==> src/rtl/srl_fifo_pkg.sv <==
// Shared helpers for the shift-register FIFO: count width and depth legality check.
package fifo_pkg;

    function automatic int unsigned cnt_width(int unsigned dep);
        return $clog2(dep + 1);
    endfunction

    function automatic bit is_pow2(int unsigned v);
        return (v >= 2) && ((v & (v - 1)) == 0);
    endfunction

endpackage

==> src/rtl/srl_fifo_if.sv <==
// Handshake/status bundle between a FIFO user (master) and the FIFO (slave).
interface srl_fifo_if #(
    parameter int unsigned WID = 8,
    parameter int unsigned DEP = 16
) ();
    logic                                wr;
    logic [WID-1:0]                      din;
    logic                                rd;
    logic [WID-1:0]                      dout;
    logic                                empty;
    logic                                full;
    logic                                almost_full;
    logic [fifo_pkg::cnt_width(DEP)-1:0] count;
    logic                                ovf;
    logic                                unf;
    logic                                clr_err;

    modport master (
        output wr, din, rd, clr_err,
        input  dout, empty, full, almost_full, count, ovf, unf
    );

    modport slave (
        input  wr, din, rd, clr_err,
        output dout, empty, full, almost_full, count, ovf, unf
    );
endinterface

==> src/rtl/srl_fifo_vtdl.sv <==
// Variable tap delay line: shifts d in at tap 0 when ce, reads tap a combinationally.
module vtdl #(
    parameter int unsigned WID = 8,
    parameter int unsigned DEP = 16,
    parameter int unsigned AW  = $clog2(DEP)
) (
    input  logic           clk,
    input  logic           ce,
    input  logic [WID-1:0] d,
    input  logic [AW-1:0]  a,
    output logic [WID-1:0] q
);
    // No reset so the array maps onto SRL primitives.
    logic [WID-1:0] m [DEP];

    always_ff @(posedge clk) begin
        if (ce) begin
            m[0] <= d;
            for (int i = 1; i < int'(DEP); i++) begin
                m[i] <= m[i-1];
            end
        end
    end

    assign q = m[a];
endmodule

==> src/rtl/srl_fifo.sv <==
// First-word-fall-through FIFO: read-side bookkeeping over a variable tap delay line.
module srl_fifo
    import fifo_pkg::*;
#(
    parameter int unsigned WID   = 8,
    parameter int unsigned DEP   = 16,
    parameter int unsigned AFULL = DEP - 2
) (
    input  logic     clk,
    input  logic     rst_n,
    srl_fifo_if.slave bus
);
    localparam int unsigned CW    = cnt_width(DEP);
    localparam int unsigned AW    = $clog2(DEP);
    localparam bit          DepOk = is_pow2(DEP);

    if (!DepOk) begin : g_bad_dep
        $error("srl_fifo: DEP must be a power of two and at least 2");
    end

    logic [CW-1:0]  count_q, count_d, count_m1;
    logic           ovf_q, ovf_d, unf_q, unf_d;
    logic           empty, full, wr_ok, rd_ok;
    logic [AW-1:0]  tap;
    logic [WID-1:0] q;

    assign empty = (count_q == '0);
    assign full  = (count_q == CW'(DEP));
    assign rd_ok = bus.rd & ~empty;
    // A pop frees the slot the shift overwrites, so writes into a full FIFO may proceed.
    assign wr_ok = bus.wr & (~full | rd_ok);

    assign count_m1 = count_q - CW'(1);
    assign tap      = count_m1[AW-1:0];

    always_comb begin
        count_d = count_q;
        case ({wr_ok, rd_ok})
            2'b10:   count_d = count_q + CW'(1);
            2'b01:   count_d = count_q - CW'(1);
            default: count_d = count_q;
        endcase
        // A fresh error on the same edge as clr_err must still be recorded.
        ovf_d = (ovf_q & ~bus.clr_err) | (bus.wr & ~wr_ok);
        unf_d = (unf_q & ~bus.clr_err) | (bus.rd & ~rd_ok);
    end

    always_ff @(posedge clk or negedge rst_n) begin
        if (!rst_n) begin
            count_q <= '0;
            ovf_q   <= 1'b0;
            unf_q   <= 1'b0;
        end else begin
            count_q <= count_d;
            ovf_q   <= ovf_d;
            unf_q   <= unf_d;
        end
    end

    vtdl #(
        .WID (WID),
        .DEP (DEP),
        .AW  (AW)
    ) u_vtdl (
        .clk (clk),
        .ce  (wr_ok),
        .d   (bus.din),
        .a   (tap),
        .q   (q)
    );

    assign bus.dout        = empty ? '0 : q;
    assign bus.empty       = empty;
    assign bus.full        = full;
    assign bus.almost_full = (count_q >= CW'(AFULL));
    assign bus.count       = count_q;
    assign bus.ovf         = ovf_q;
    assign bus.unf         = unf_q;
endmodule

==> src/flat_wrapper.sv <==
// flat-port wrapper written by rule: the top's interface ports become plain ports
module srl_fifo_flat import fifo_pkg::*;
#(
    parameter int unsigned WID   = 8,
    parameter int unsigned DEP   = 16,
    parameter int unsigned AFULL = DEP - 2
)
  (clk, rst_n, bus_wr, bus_din, bus_rd, bus_clr_err, bus_dout, bus_empty, bus_full, bus_almost_full, bus_count, bus_ovf, bus_unf);
  srl_fifo_if #(.WID(WID), .DEP(DEP)) bus_i ();
  input  logic clk;
  input  logic rst_n;
  input wire logic [$bits(bus_i.wr)-1:0] bus_wr;
  input wire logic [$bits(bus_i.din)-1:0] bus_din;
  input wire logic [$bits(bus_i.rd)-1:0] bus_rd;
  input wire logic [$bits(bus_i.clr_err)-1:0] bus_clr_err;
  output wire logic [$bits(bus_i.dout)-1:0] bus_dout;
  output wire logic [$bits(bus_i.empty)-1:0] bus_empty;
  output wire logic [$bits(bus_i.full)-1:0] bus_full;
  output wire logic [$bits(bus_i.almost_full)-1:0] bus_almost_full;
  output wire logic [$bits(bus_i.count)-1:0] bus_count;
  output wire logic [$bits(bus_i.ovf)-1:0] bus_ovf;
  output wire logic [$bits(bus_i.unf)-1:0] bus_unf;
  assign bus_i.wr = bus_wr;
  assign bus_i.din = bus_din;
  assign bus_i.rd = bus_rd;
  assign bus_i.clr_err = bus_clr_err;
  assign bus_dout = bus_i.dout;
  assign bus_empty = bus_i.empty;
  assign bus_full = bus_i.full;
  assign bus_almost_full = bus_i.almost_full;
  assign bus_count = bus_i.count;
  assign bus_ovf = bus_i.ovf;
  assign bus_unf = bus_i.unf;
  srl_fifo #(.WID(WID), .DEP(DEP), .AFULL(AFULL)) u_core (.clk(clk), .rst_n(rst_n), .bus(bus_i));
endmodule
==> config.mk <==
export PLATFORM = sky130hd
export DESIGN_NAME = srl_fifo_flat
export DESIGN_NICKNAME = d
export VERILOG_FILES = /design/src/rtl/srl_fifo_pkg.sv /design/src/rtl/srl_fifo_if.sv /design/src/rtl/srl_fifo_vtdl.sv /design/src/rtl/srl_fifo.sv /design/src/flat_wrapper.sv
export SDC_FILE = /design/constraint.sdc
export NUM_CORES = 1
export LEC_CHECK = 0
export CORE_ASPECT_RATIO = 0.9
export CORE_MARGIN = 8
export CORE_UTILIZATION = 55
export CTS_CLUSTER_SIZE = 28
export DETAILED_ROUTE_END_ITERATION = 10
export PLACE_DENSITY = 0.72
export REMOVE_ABC_BUFFERS = 1
export SYNTH_ARGS = -nofsm -noshare
export SYNTH_HDL_FRONTEND = slang
export SYNTH_HIERARCHICAL = 1
export SYNTH_SLANG_ARGS = --single-unit
==> constraint.sdc <==
create_clock -name clk -period 8.81 [get_ports clk]
set_input_delay 0.881 -clock clk [delete_from_list [all_inputs] [get_ports clk]]
set_output_delay 0.881 -clock clk [all_outputs]
set_load 0.03 [all_outputs]
# Word level (Yosys, flattened, before mapping)

Memory sizes are Yosys's and may differ from the RTL's.
Cells that the tools add are included.

Flip-flop bits (word level): 7
Bits in writable memories: 128
Input bits: 13
Word-level logic and storage cells: 30
Memories kept: 1

Memory list:

| name            | depth | bits a word | read ports | clocked after Yosys merged registers in | write ports | line                | RTL |
|---|---|---|---|---|---|---|---|
| u_core.u_vtdl.m | 16    | 8           | 16         | 0                                       | 16          | srl_fifo_vtdl.sv:14 | `logic [WID-1:0] m [DEP];` |

Add/subtract/negate cells: 2
Magnitude comparators: 1
Equality and inequality tests: 3
Multiplexer cells: 4
Bitwise operators: 14
Reductions and logical operators: 2

Operators by type and width:

| kind                                                               | count |
|---|---|
| case mux 5 bit (2 select lines)                                    | 1 |
| two-way mux 8 bit                                                  | 1 |
| bitwise AND 1 bit                                                  | 6 |
| adder 5 x 1 -> 5 bit (second input constant)                       | 1 |
| equality test 5 bit (second input constant)                        | 1 |
| greater-or-equal comparator 5 x 4 -> 1 bit (second input constant) | 1 |
| logical NOT 5 bit                                                  | 1 |
| inverter 1 bit                                                     | 5 |
| subtractor 5 x 1 -> 5 bit (second input constant)                  | 1 |
| bitwise OR 1 bit                                                   | 3 |
| equality test 2 x 1 -> 1 bit (second input constant)               | 1 |
| equality test 2 bit (second input constant)                        | 1 |
| two-way mux 1 bit                                                  | 2 |
| nonzero test 2 bit                                                 | 1 |

# Depth between registers and ports, before layout

Gate-level depths: netlist (run 1).

Depth in word-level cells: 8
Depth in mapped cells: 9
Depth with buffers taken out: 8

# Modules after synthesis

Netlist (run 1), hierarchy kept.

Modules (own cells, without submodules):

| module   | instances | cells each | area an instance (um2) |
|---|---|---|---|
| vtdl     | 1         | 198        | 4877.2 |
| srl_fifo | 1         | 55         | 529.3 |

# Least setup slack after synthesis (run 1)

No wires, ideal clock.

Kind: reg-to-reg
Start: register u_core.count_q[0] (netlist: u_core/bus.count[0])
End: memory u_core.u_vtdl.m[0][0], enable pin
Library setup time: 0.481 ns
Arrival time: 3.750 ns
Slack: 4.579 ns
Cell stages (with the launch flop): 6
Buffers on the path: 0
Period minus slack after synthesis: 4.231 ns
Cell sequence: dfrtp_1 -> inv_1 -> ha_1 -> nand4bb_1 -> o21ai_0 -> inv_1

RTL lines:

| item                     | line                | RTL |
|---|---|---|
| start: declaration       | srl_fifo.sv:21      | `logic [CW-1:0] count_q, count_d, count_m1;` |
| start signal: assignment | srl_fifo.sv:54      | `count_q <= count_d;` |
| end: declaration         | srl_fifo_vtdl.sv:14 |  |

# Worst setup path in the final report (run 1)

Start: register u_core.count_q[0] (netlist: u_core/bus.count[0])
End: output bus_dout[1]

Longest elaborated chain between the ends: 3
Elaborated cells between the ends (all ways): 4
Classes of those cells: add/sub (1); mux (1); reduce/logical (1); memory (1)

RTL lines:

| item                      | line               | RTL |
|---|---|---|
| subtractor 5 x 1 -> 5 bit | srl_fifo.sv:33     | `assign count_m1 = count_q - CW'(1);` |
| via u_core.count_m1[0]    | srl_fifo.sv:21     |  |
| memory read (16 x 8 bit)  | --                 |  |
| via u_core.q[1]           | srl_fifo.sv:25     | `logic [WID-1:0] q;` |
| two-way mux 8 bit         | srl_fifo.sv:72     | `assign bus.dout = empty ? '0 : q;` |
| end: declaration          | flat_wrapper.sv:16 | `output wire logic [$bits(bus_i.dout)-1:0] bus_dout;` |

The timed path passes the listed nets, and every way through them passes these cells.

==> impl_metrics.env, run 1 <==
export IMPL_async_reset_ff_share_pct=5.19
export IMPL_synthCells=253
export IMPL_clkLatencyLatePin_ns=0.51
export IMPL_grt_busiest_layer="met1"
export IMPL_cts_setup_buffers=0
export IMPL_top_level_ports=31
export IMPL_synth_area_leaders="edfxtp_1, mux4_2, mux4_1"
export IMPL_grt_first_pass_wirelength_mm=14.2
export IMPL_cts_buffers=17
export IMPL_final_setup_skew_ns=0.00846
export IMPL_clockBufferDepth=2
export IMPL_nets=309
export IMPL_cap_viol_max_count=0
export IMPL_synth_top_flop_cell="edfxtp_1"
export IMPL_vdd_drop_max_mv=0.210
export IMPL_grt_usage_pct=14.4
export IMPL_synth_area_um2=5410
export IMPL_crit_path_end="bus_dout[1]"
export IMPL_grt_overflow=0
export IMPL_r2r_cells=6
export IMPL_use_met3_pct=4.99
export IMPL_synth_cell_types=31
export IMPL_endpoint_kind="output pin"
export IMPL_gp_congestion=0.717
export IMPL_crit_fanout=34
export IMPL_grtUsageMet1_pct=19.7
export IMPL_crit_path_start="u_core/bus.count[0]"
export IMPL_slew_headroom_pct=35.1
export IMPL_syn_to_final_growth_pct=17.4
export IMPL_clock_sinks=135
export IMPL_yosysSeqAreaShare_pct=74.3
export IMPL_synth_edf_count=128
export IMPL_hold_slack_ns=0.441
export IMPL_critPathKind="reg2out"
export IMPL_synth_avg_cell_area_um2=21.4
export IMPL_leakagePower_nw=2.24
export IMPL_fin_tns_setup_ns=0
export IMPL_use_met2_pct=19.7
export IMPL_cts_resized=0
export IMPL_drive_gt1_share_pct=18.7
export IMPL_fillCellCount=655
export IMPL_fmax_ghz=0.195
export IMPL_final_core_util_pct=66.0
export IMPL_multi_input_area_um2=1260
export IMPL_post_route_min_period_ns=5.13
export IMPL_core_um2=9610
export IMPL_vias_per_cell=5.92
export IMPL_chipHeight_um=110
export IMPL_netlist_area_leader_share_pct=71.1
export IMPL_cts_tree="built"
export IMPL_synth_top_area_cell="edfxtp_1"
export IMPL_dr_pass1_iters=4
export IMPL_final_hold_violation_count=0
export IMPL_tightest_slew_ns=0.973
export IMPL_route_detailed_drc=0
export IMPL_fin_cells=431
export IMPL_ctsHtreeMaxLevel=4
export IMPL_status="finished clean"
export IMPL_dp_cells=399
export IMPL_grt_max_degree=81
export IMPL_cts_root_buf="clkbuf_8"
export IMPL_hp_class="reg2reg"
export IMPL_crit_arrival_ns=4.25
export IMPL_start_kind="register"
export IMPL_fp_dieW_um=121
export IMPL_pwr_density_cell_nw_per_um2=394
export IMPL_hold_buffers=0
export IMPL_grt_pass1_vias=2632
export IMPL_drtIter0Drc=244
export IMPL_start_util_pct=56.2
export IMPL_routedWlPerCell_um=20.3
export IMPL_clk_pin_slew_ns=0.06
export IMPL_regArea_um2=4020
export IMPL_std_cell_rows=34
export IMPL_ant_nets=0
export IMPL_worstReg2RegEnd="u_core/u_vtdl/m[8][2]"
export IMPL_rsz0062_at_grt="false"
export IMPL_reg2reg_setup_slack_ns=5.31
export IMPL_io_buffers=30
export IMPL_ys_warn_count=6
export IMPL_total_power_w=0.00250
export IMPL_rr_startpoint="u_core/bus.count[0]"
export IMPL_n_antenna_cell=0
export IMPL_wl_mm=8.76
export IMPL_antenna_found_initial=0
export IMPL_routed_via_count=2552
export IMPL_slew_viol_final=0
export IMPL_ys_ff_latch=135
export IMPL_finalSetupViolations=0
export IMPL_dieArea_um2=13300
export IMPL_required_ns=7.93
export IMPL_hpwl_mm=4.93
export IMPL_period_share_pct=58.3
==> routing by layer <==
metal  routed length, µm  share of wire, %
met2                3940                45
met1                4110                47
met3                 530               6.0
met5                   0                 0
met4                 180               2.1
==> cell usage in the layout, fill, tap and decap left out, types with 5 or more instances in the layout <==
| cell type | count |
|---|---|
| edfxtp_1 | 128 |
| clkdlybuf4s50_1 | 30 |
| mux4_2 | 18 |
| clkbuf_16 | 16 |
| a22oi_1 | 16 |
| mux4_1 | 14 |
| nor2b_1 | 10 |
| nand2_1 | 9 |
| dfrtp_1 | 7 |
| inv_6 | 6 |
| clkinv_4 | 5 |
| xor2_1 | 5 |
==> critical path, stage by stage, from the launching register on <==
cell and delay [ns]:
dfrtp_1 0.46, inv_2 0.74, ha_1 0.39, xor2_1 0.16, nor2_1 0.77, a22oi_1 0.24, nand2_1 0.12, nor2b_1 0.16
clkdlybuf4s50_1 0.69
==> cell families after synthesis <==
| family | after synthesis | share of synthesized area, % |
|---|---|---|
| buffers and inverters | 19 | 2.38 |
| AOI/OAI and AO/OA | 23 | 3.12 |
| adders and majority gates | 4 | 0.926 |
| muxes | 33 | 14.5 |
| and+or+nand+nor | 32 | 3.61 |
| DFF | 135 | 74.3 |
| xor gates and xnor gates | 7 | 1.13 |
==> area by class of cell <==
cell class,count,area share (%)
Clock buffer,17,6.53
Timing Repair Buffer,33,5.09
Sequential cell,135,63.3
Multi-Input combinational cell,99,19.9
Clock inverter,15,2.25
Tap cell,126,2.48
Inverter,6,0.394
==> power breakdown <==
part           leakage, nW  switching [W]  internal (W)  total, W
Sequential            1.34      0.0000541      0.000787  0.000841
Clock                0.272       0.000279      0.000380  0.000659
Combinational        0.625       0.000551      0.000453   0.00100
==> per-stage QoR <==
step	setup slack, ns	cell area [µm²]
final	3.68	6350
after global routing	3.28	6350
after CTS	3.58	6350
after detailed placement	4.12	5790
after global placement	4.20	5790
after floorplan	3.66	5300
==> sequential cells by signal, summed over array words and instances (netlist names) <==
signal,flops
u_core/bus.unf,1
u_core/u_vtdl/m,128
u_core/bus.ovf,1
u_core/bus.count,5
==> cell usage after synthesis (3+ instances only) <==
library cell	number
xor2_1	5
clkdlybuf4s25_2	3
ha_1	4
buf_2	4
dfrtp_1	7
inv_1	6
a22oi_1	16
edfxtp_1	128
nor2b_1	10
nor2_1	3
mux4_2	18
mux4_1	14
nand2_1	9
buf_6	4
==> worst min path at each step <==
stage	start	endpoint	cells past startpoint
2_1_floorplan	u_core/u_vtdl/m[9][1]	u_core/u_vtdl/m[10][1]	0
3_3_place_gp	u_core/u_vtdl/m[10][1]	u_core/u_vtdl/m[11][1]	0
3_5_place_dp	u_core/u_vtdl/m[4][0]	u_core/u_vtdl/m[5][0]	0
4_1_cts	u_core/u_vtdl/m[4][0]	u_core/u_vtdl/m[5][0]	0
5_1_grt	u_core/u_vtdl/m[3][5]	u_core/u_vtdl/m[4][5]	0
6_report	u_core/u_vtdl/m[1][3]	u_core/u_vtdl/m[2][3]	0
No activity file was read; power rests on OpenSTA's default activity.
==> run 2: changes to the inputs <==
==> constraint.sdc (replaced) <==
create_clock -name clk -period 5.1 [get_ports clk]
set_input_delay 0.51 -clock clk [delete_from_list [all_inputs] [get_ports clk]]
set_output_delay 0.51 -clock clk [all_outputs]
set_load 0.03 [all_outputs]
==> impl_metrics.env, run 2 (same netlist as run 1, synthesis figures left out) <==
export IMPL_start_kind="register"
export IMPL_nets=311
export IMPL_chipHeight_um=110
export IMPL_finalSetupViolations=0
export IMPL_final_cell_mix="edfxtp_1, clkdlybuf4s50_1, mux4_2"
export IMPL_cts_root_buf="clkbuf_8"
export IMPL_crit_arrival_ns=3.61
export IMPL_final_hold_violation_count=0
export IMPL_crit_fanout=20
export IMPL_status="finished clean"
export IMPL_dieArea_um2=13300
export IMPL_ant_nets=0
export IMPL_fmax_ghz=0.243
export IMPL_slowest_delay_ns=0.64
export IMPL_clock_sinks=135
export IMPL_grt_overflow=0
export IMPL_hold_buffers=0
export IMPL_post_route_min_period_ns=4.12
export IMPL_n_antenna_cell=0
export IMPL_period_share_pct=80.8
export IMPL_cts_buffers=17
export IMPL_slew_viol_final=0
export IMPL_gp_congestion=0.718
export IMPL_ctsHtreeMaxLevel=4
export IMPL_cts_tree="built"
export IMPL_setup_ws_ns=0.978
export IMPL_start_util_pct=56.2
export IMPL_cts_setup_buffers=0
export IMPL_drive_gt1_share_pct=19.0
export IMPL_route_detailed_drc=0
export IMPL_dr_pass1_iters=4
export IMPL_pwr_density_cell_nw_per_um2=687
export IMPL_routed_via_count=2543
export IMPL_critical_path_top_delay_family="buffers and inverters"
export IMPL_fillCellCount=671
export IMPL_fin_cells=432
export IMPL_regArea_um2=4020
export IMPL_grt_max_degree=83
export IMPL_syn_to_final_growth_pct=18.2
export IMPL_clk_pin_slew_ns=0.06
export IMPL_place_ws_ns=1.49
export IMPL_rsz0062_at_grt="false"
export IMPL_grt_first_pass_wirelength_mm=14.0
export IMPL_leakagePower_nw=2.25
export IMPL_core_um2=9610
export IMPL_critPathKind="reg2out"
export IMPL_vdd_drop_max_mv=0.390
export IMPL_fin_tns_setup_ns=0
export IMPL_dp_cells=401
export IMPL_routedWlPerCell_um=20.1
export IMPL_wl_mm=8.68
export IMPL_slowest_stage="clkdlybuf4s50_1"
export IMPL_multi_input_area_um2=1260
export IMPL_final_common_cell="edfxtp_1"
export IMPL_hp_class="in2async"
export IMPL_cts_resized=0
export IMPL_clockBufferDepth=2
export IMPL_endpoint_kind="output pin"
export IMPL_vias_per_cell=5.89
export IMPL_grt_pass1_vias=2520
export IMPL_path_buf_inv=4
export IMPL_io_buffers=30
export IMPL_grt_usage_pct=14.3
export IMPL_total_power_w=0.00439
export IMPL_final_setup_skew_ns=0.0122
export IMPL_antenna_found_initial=0
export IMPL_worstPathCellList="inv_2 > ha_1 > inv_1 > buf_4 > mux4_1 > a22oi_1 > nand2_1 > nor2b_1 > clkdlybuf4s50_1"
export IMPL_required_ns=4.59
export IMPL_slew_headroom_pct=32.9
export IMPL_tightest_slew_ns=1.01
export IMPL_cap_viol_max_count=0
export IMPL_clkLatencyLatePin_ns=0.51
export IMPL_fp_dieW_um=121
export IMPL_std_cell_rows=34
export IMPL_largest_register="u_core/u_vtdl/m"
export IMPL_top_level_ports=31
export IMPL_largest_reg_flops=128
export IMPL_hpwl_mm=4.95
export IMPL_drtIter0Drc=261
-- run 2: cell count changes in the layout (fill, tap and decap cells not counted) --
cell	change
buf_4	+2
clkinv_4	-3
inv_6	-2
bufinv_16	+2
clkinvlp_4	+2
-- run 2: report_power, final --
group          internal, W  switching [W]
combinational     0.000788       0.000948
sequential         0.00136      0.0000898
clock             0.000746       0.000460
-- run 2: per-stage QoR --
stage | cell area, µm² | util [%] | hold slack (ns)
floorplan | 5300 | - | 0.214
global placement | 5800 | 60.4 | 0.422
detailed placement | 5800 | 60.4 | 0.427
CTS | 6390 | 66.5 | 0.257
global route | 6390 | 66.5 | 0.275
finish | 6390 | 66.5 | 0.264
-- run 2: final timing paths --
| path | startpoint | end | slack [ns] | cells past startpoint |
|---|---|---|---|---|
| worst min-delay path | rst_n | u_core/bus.count[4] | 0.26 | 1 |
| worst max-delay path | u_core/bus.count[0] | bus_dout[3] | 0.98 | 9 |
| worst min register to register | u_core/u_vtdl/m[9][2] | u_core/u_vtdl/m[10][2] | 0.44 | 0 |
| max in group asynchronous | rst_n | u_core/bus.ovf | 4.58 | 1 |
| worst max register to register | u_core/bus.count[0] | u_core/u_vtdl/m[12][6] | 2.28 | 6 |
| min in group clk | u_core/u_vtdl/m[9][2] | u_core/u_vtdl/m[10][2] | 0.44 | 0 |
-- run 2: metal layers --
metal / up-vias / track usage, % / part of all wire (%)
li1: 1138 / - / -
met1: 1307 / 20.4 / 48
met2: 87 / 19.1 / 45
met3: 11 / 5.60 / 6.7
met4: 0 / 5.70 / 0.94
met5: - / 0 / 0
-- run 2: area by class of cell --
cell class	instances	share of cell area [%]
sequential	135	62.9
timing repair buffer	35	5.28
clock inverter	14	2.72
tap	126	2.47
inverter	6	0.391
multi-input combinational	99	19.8
clock buffer	17	6.48
==> run 3: changes to the inputs <==
==> constraint.sdc (replaced) <==
create_clock -name clk -period 4.05 [get_ports clk]
set_input_delay 0.405 -clock clk [delete_from_list [all_inputs] [get_ports clk]]
set_output_delay 0.405 -clock clk [all_outputs]
set_load 0.03 [all_outputs]
==> impl_metrics.env, run 3 (same netlist as run 1, synthesis figures left out) <==
export IMPL_vias_per_cell=5.85
export IMPL_clockBufferDepth=2
export IMPL_grt_usage_pct=14.5
export IMPL_top_level_ports=31
export IMPL_routedWlPerCell_um=20.7
export IMPL_place_ws_ns=0.827
export IMPL_chipHeight_um=110
export IMPL_final_cell_mix="edfxtp_1, clkdlybuf4s50_1, mux4_2"
export IMPL_slew_viol_final=0
export IMPL_crit_path_start="u_core/bus.count[0]"
export IMPL_post_route_min_period_ns=3.78
export IMPL_wl_mm=8.97
export IMPL_reg2reg_setup_slack_ns=1.38
export IMPL_dpl_cell_area_um2=5840
export IMPL_routed_via_count=2537
export IMPL_total_power_w=0.00553
export IMPL_ant_nets=0
export IMPL_clkLatencyLatePin_ns=0.51
export IMPL_fillCellCount=655
export IMPL_antenna_found_initial=0
export IMPL_fmax_ghz=0.264
export IMPL_nets=313
export IMPL_clk_pin_slew_ns=0.06
export IMPL_fin_cells=434
export IMPL_final_hold_violation_count=0
export IMPL_grt_overflow=0
export IMPL_crit_fanout=24
export IMPL_endpoint_kind="output pin"
export IMPL_leakagePower_nw=2.26
export IMPL_clock_sinks=135
export IMPL_syn_to_final_growth_pct=18.5
export IMPL_grt_max_degree=66
export IMPL_fin_area_um2=6410
export IMPL_rr_startpoint="u_core/bus.count[0]"
export IMPL_core_um2=9610
export IMPL_tightest_slew_ns=0.810
export IMPL_cts_tree="built"
export IMPL_route_detailed_drc=0
export IMPL_gp_congestion=0.707
export IMPL_grt_pass1_vias=2614
export IMPL_slew_headroom_pct=46.0
export IMPL_drtIter0Drc=188
export IMPL_required_ns=3.64
export IMPL_cts_resized=0
export IMPL_status="finished clean"
export IMPL_dieArea_um2=13300
export IMPL_drive_gt1_share_pct=20.5
export IMPL_final_setup_skew_ns=0.00880
export IMPL_crit_arrival_ns=3.38
export IMPL_finalSetupViolations=0
export IMPL_std_cell_rows=34
export IMPL_cts_buffers=17
export IMPL_r2r_cells=8
export IMPL_vdd_drop_max_mv=0.501
export IMPL_io_buffers=30
export IMPL_cts_setup_buffers=0
export IMPL_hpwl_mm=5.09
export IMPL_dr_pass1_iters=4
export IMPL_cap_viol_max_count=0
export IMPL_period_share_pct=93.4
export IMPL_final_common_cell="edfxtp_1"
export IMPL_n_antenna_cell=0
export IMPL_start_util_pct=56.2
export IMPL_ctsHtreeMaxLevel=4
export IMPL_fp_dieW_um=121
export IMPL_start_kind="register"
export IMPL_setup_ws_ns=0.269
export IMPL_dp_cells=403
export IMPL_largest_register="u_core/u_vtdl/m"
export IMPL_pwr_density_cell_nw_per_um2=863
export IMPL_hp_class="in2async"
export IMPL_rsz0062_at_grt="false"
export IMPL_hold_buffers=0
export IMPL_largest_reg_flops=128
export IMPL_critPathKind="reg2out"
export IMPL_cts_root_buf="clkbuf_8"
export IMPL_grt_first_pass_wirelength_mm=14.4
## run 3: changes by cell type in the layout (fill, tap and decap cells not counted), moves of 2 or more
cell / previous run / this run
clkdlybuf4s50_1: 30 / 28
clkinv_4: 2 / 4
buf_12: 0 / 2
buf_4: 5 / 7
inv_6: 4 / 2
## run 3: through the flow
stage | TNS [ns] | hold WS (ns) | utilization [%]
global placement | 0 | 0.422 | 60.7
floorplan | -130.67 | 0.109 | -
CTS | 0 | 0.163 | 66.6
detailed placement | 0 | 0.424 | 60.7
global route | 0 | 0.188 | 66.6
finish | 0 | 0.164 | 66.6
## run 3: layout make-up
cell class | count | area [µm²] | area share (%)
inverters | 6 | 25.0 | 0.391
flip-flops and latches | 135 | 4020 | 62.7
repair buffers | 37 | 373 | 5.82
clock inverters | 14 | 153 | 2.38
multi-input cells | 99 | 1260 | 19.7
well taps | 126 | 158 | 2.46
clock buffers | 17 | 414 | 6.46
## run 3: report_power, final
part / switching (W) / total, W / internal, W / leakage (nW)
registers: 0.000118 / 0.00183 / 0.00171 / 1.34
clock network: 0.000578 / 0.00145 / 0.000876 / 0.267
logic: 0.00121 / 0.00224 / 0.00103 / 0.657
total: 0.00191 / 0.00553 / 0.00362 / 2.26
## run 3: critical path, stage by stage, from the launching register on
cell and delay [ns]:
dfrtp_1 0.48, inv_2 0.07, ha_1 0.32, inv_1 0.34
buf_12 0.25, mux4_1 0.32, a22oi_1 0.25, nand2_1 0.10
nor2b_1 0.13, clkdlybuf4s50_1 0.59
## run 3: per-layer routing
| metal | up-vias | track usage (%) | wire [µm] |
|---|---|---|---|
| met5 | - | 0 | 0 |
| met4 | 0 | 5.61 | 114 |
| met3 | 6 | 5.14 | 525 |
| met2 | 90 | 21.4 | 4220 |
| met1 | 1300 | 19.4 | 4110 |
| li1 | 1141 | - | - |
## run 3: final timing paths
kind / end
worst min-delay path: u_core/bus.count[0]
worst max-delay path: bus_dout[6]
min in group clk: u_core/u_vtdl/m[3][5]
max in group asynchronous: u_core/bus.count[2]
worst min register to register: u_core/u_vtdl/m[3][5]
worst max register to register: u_core/bus.count[3]
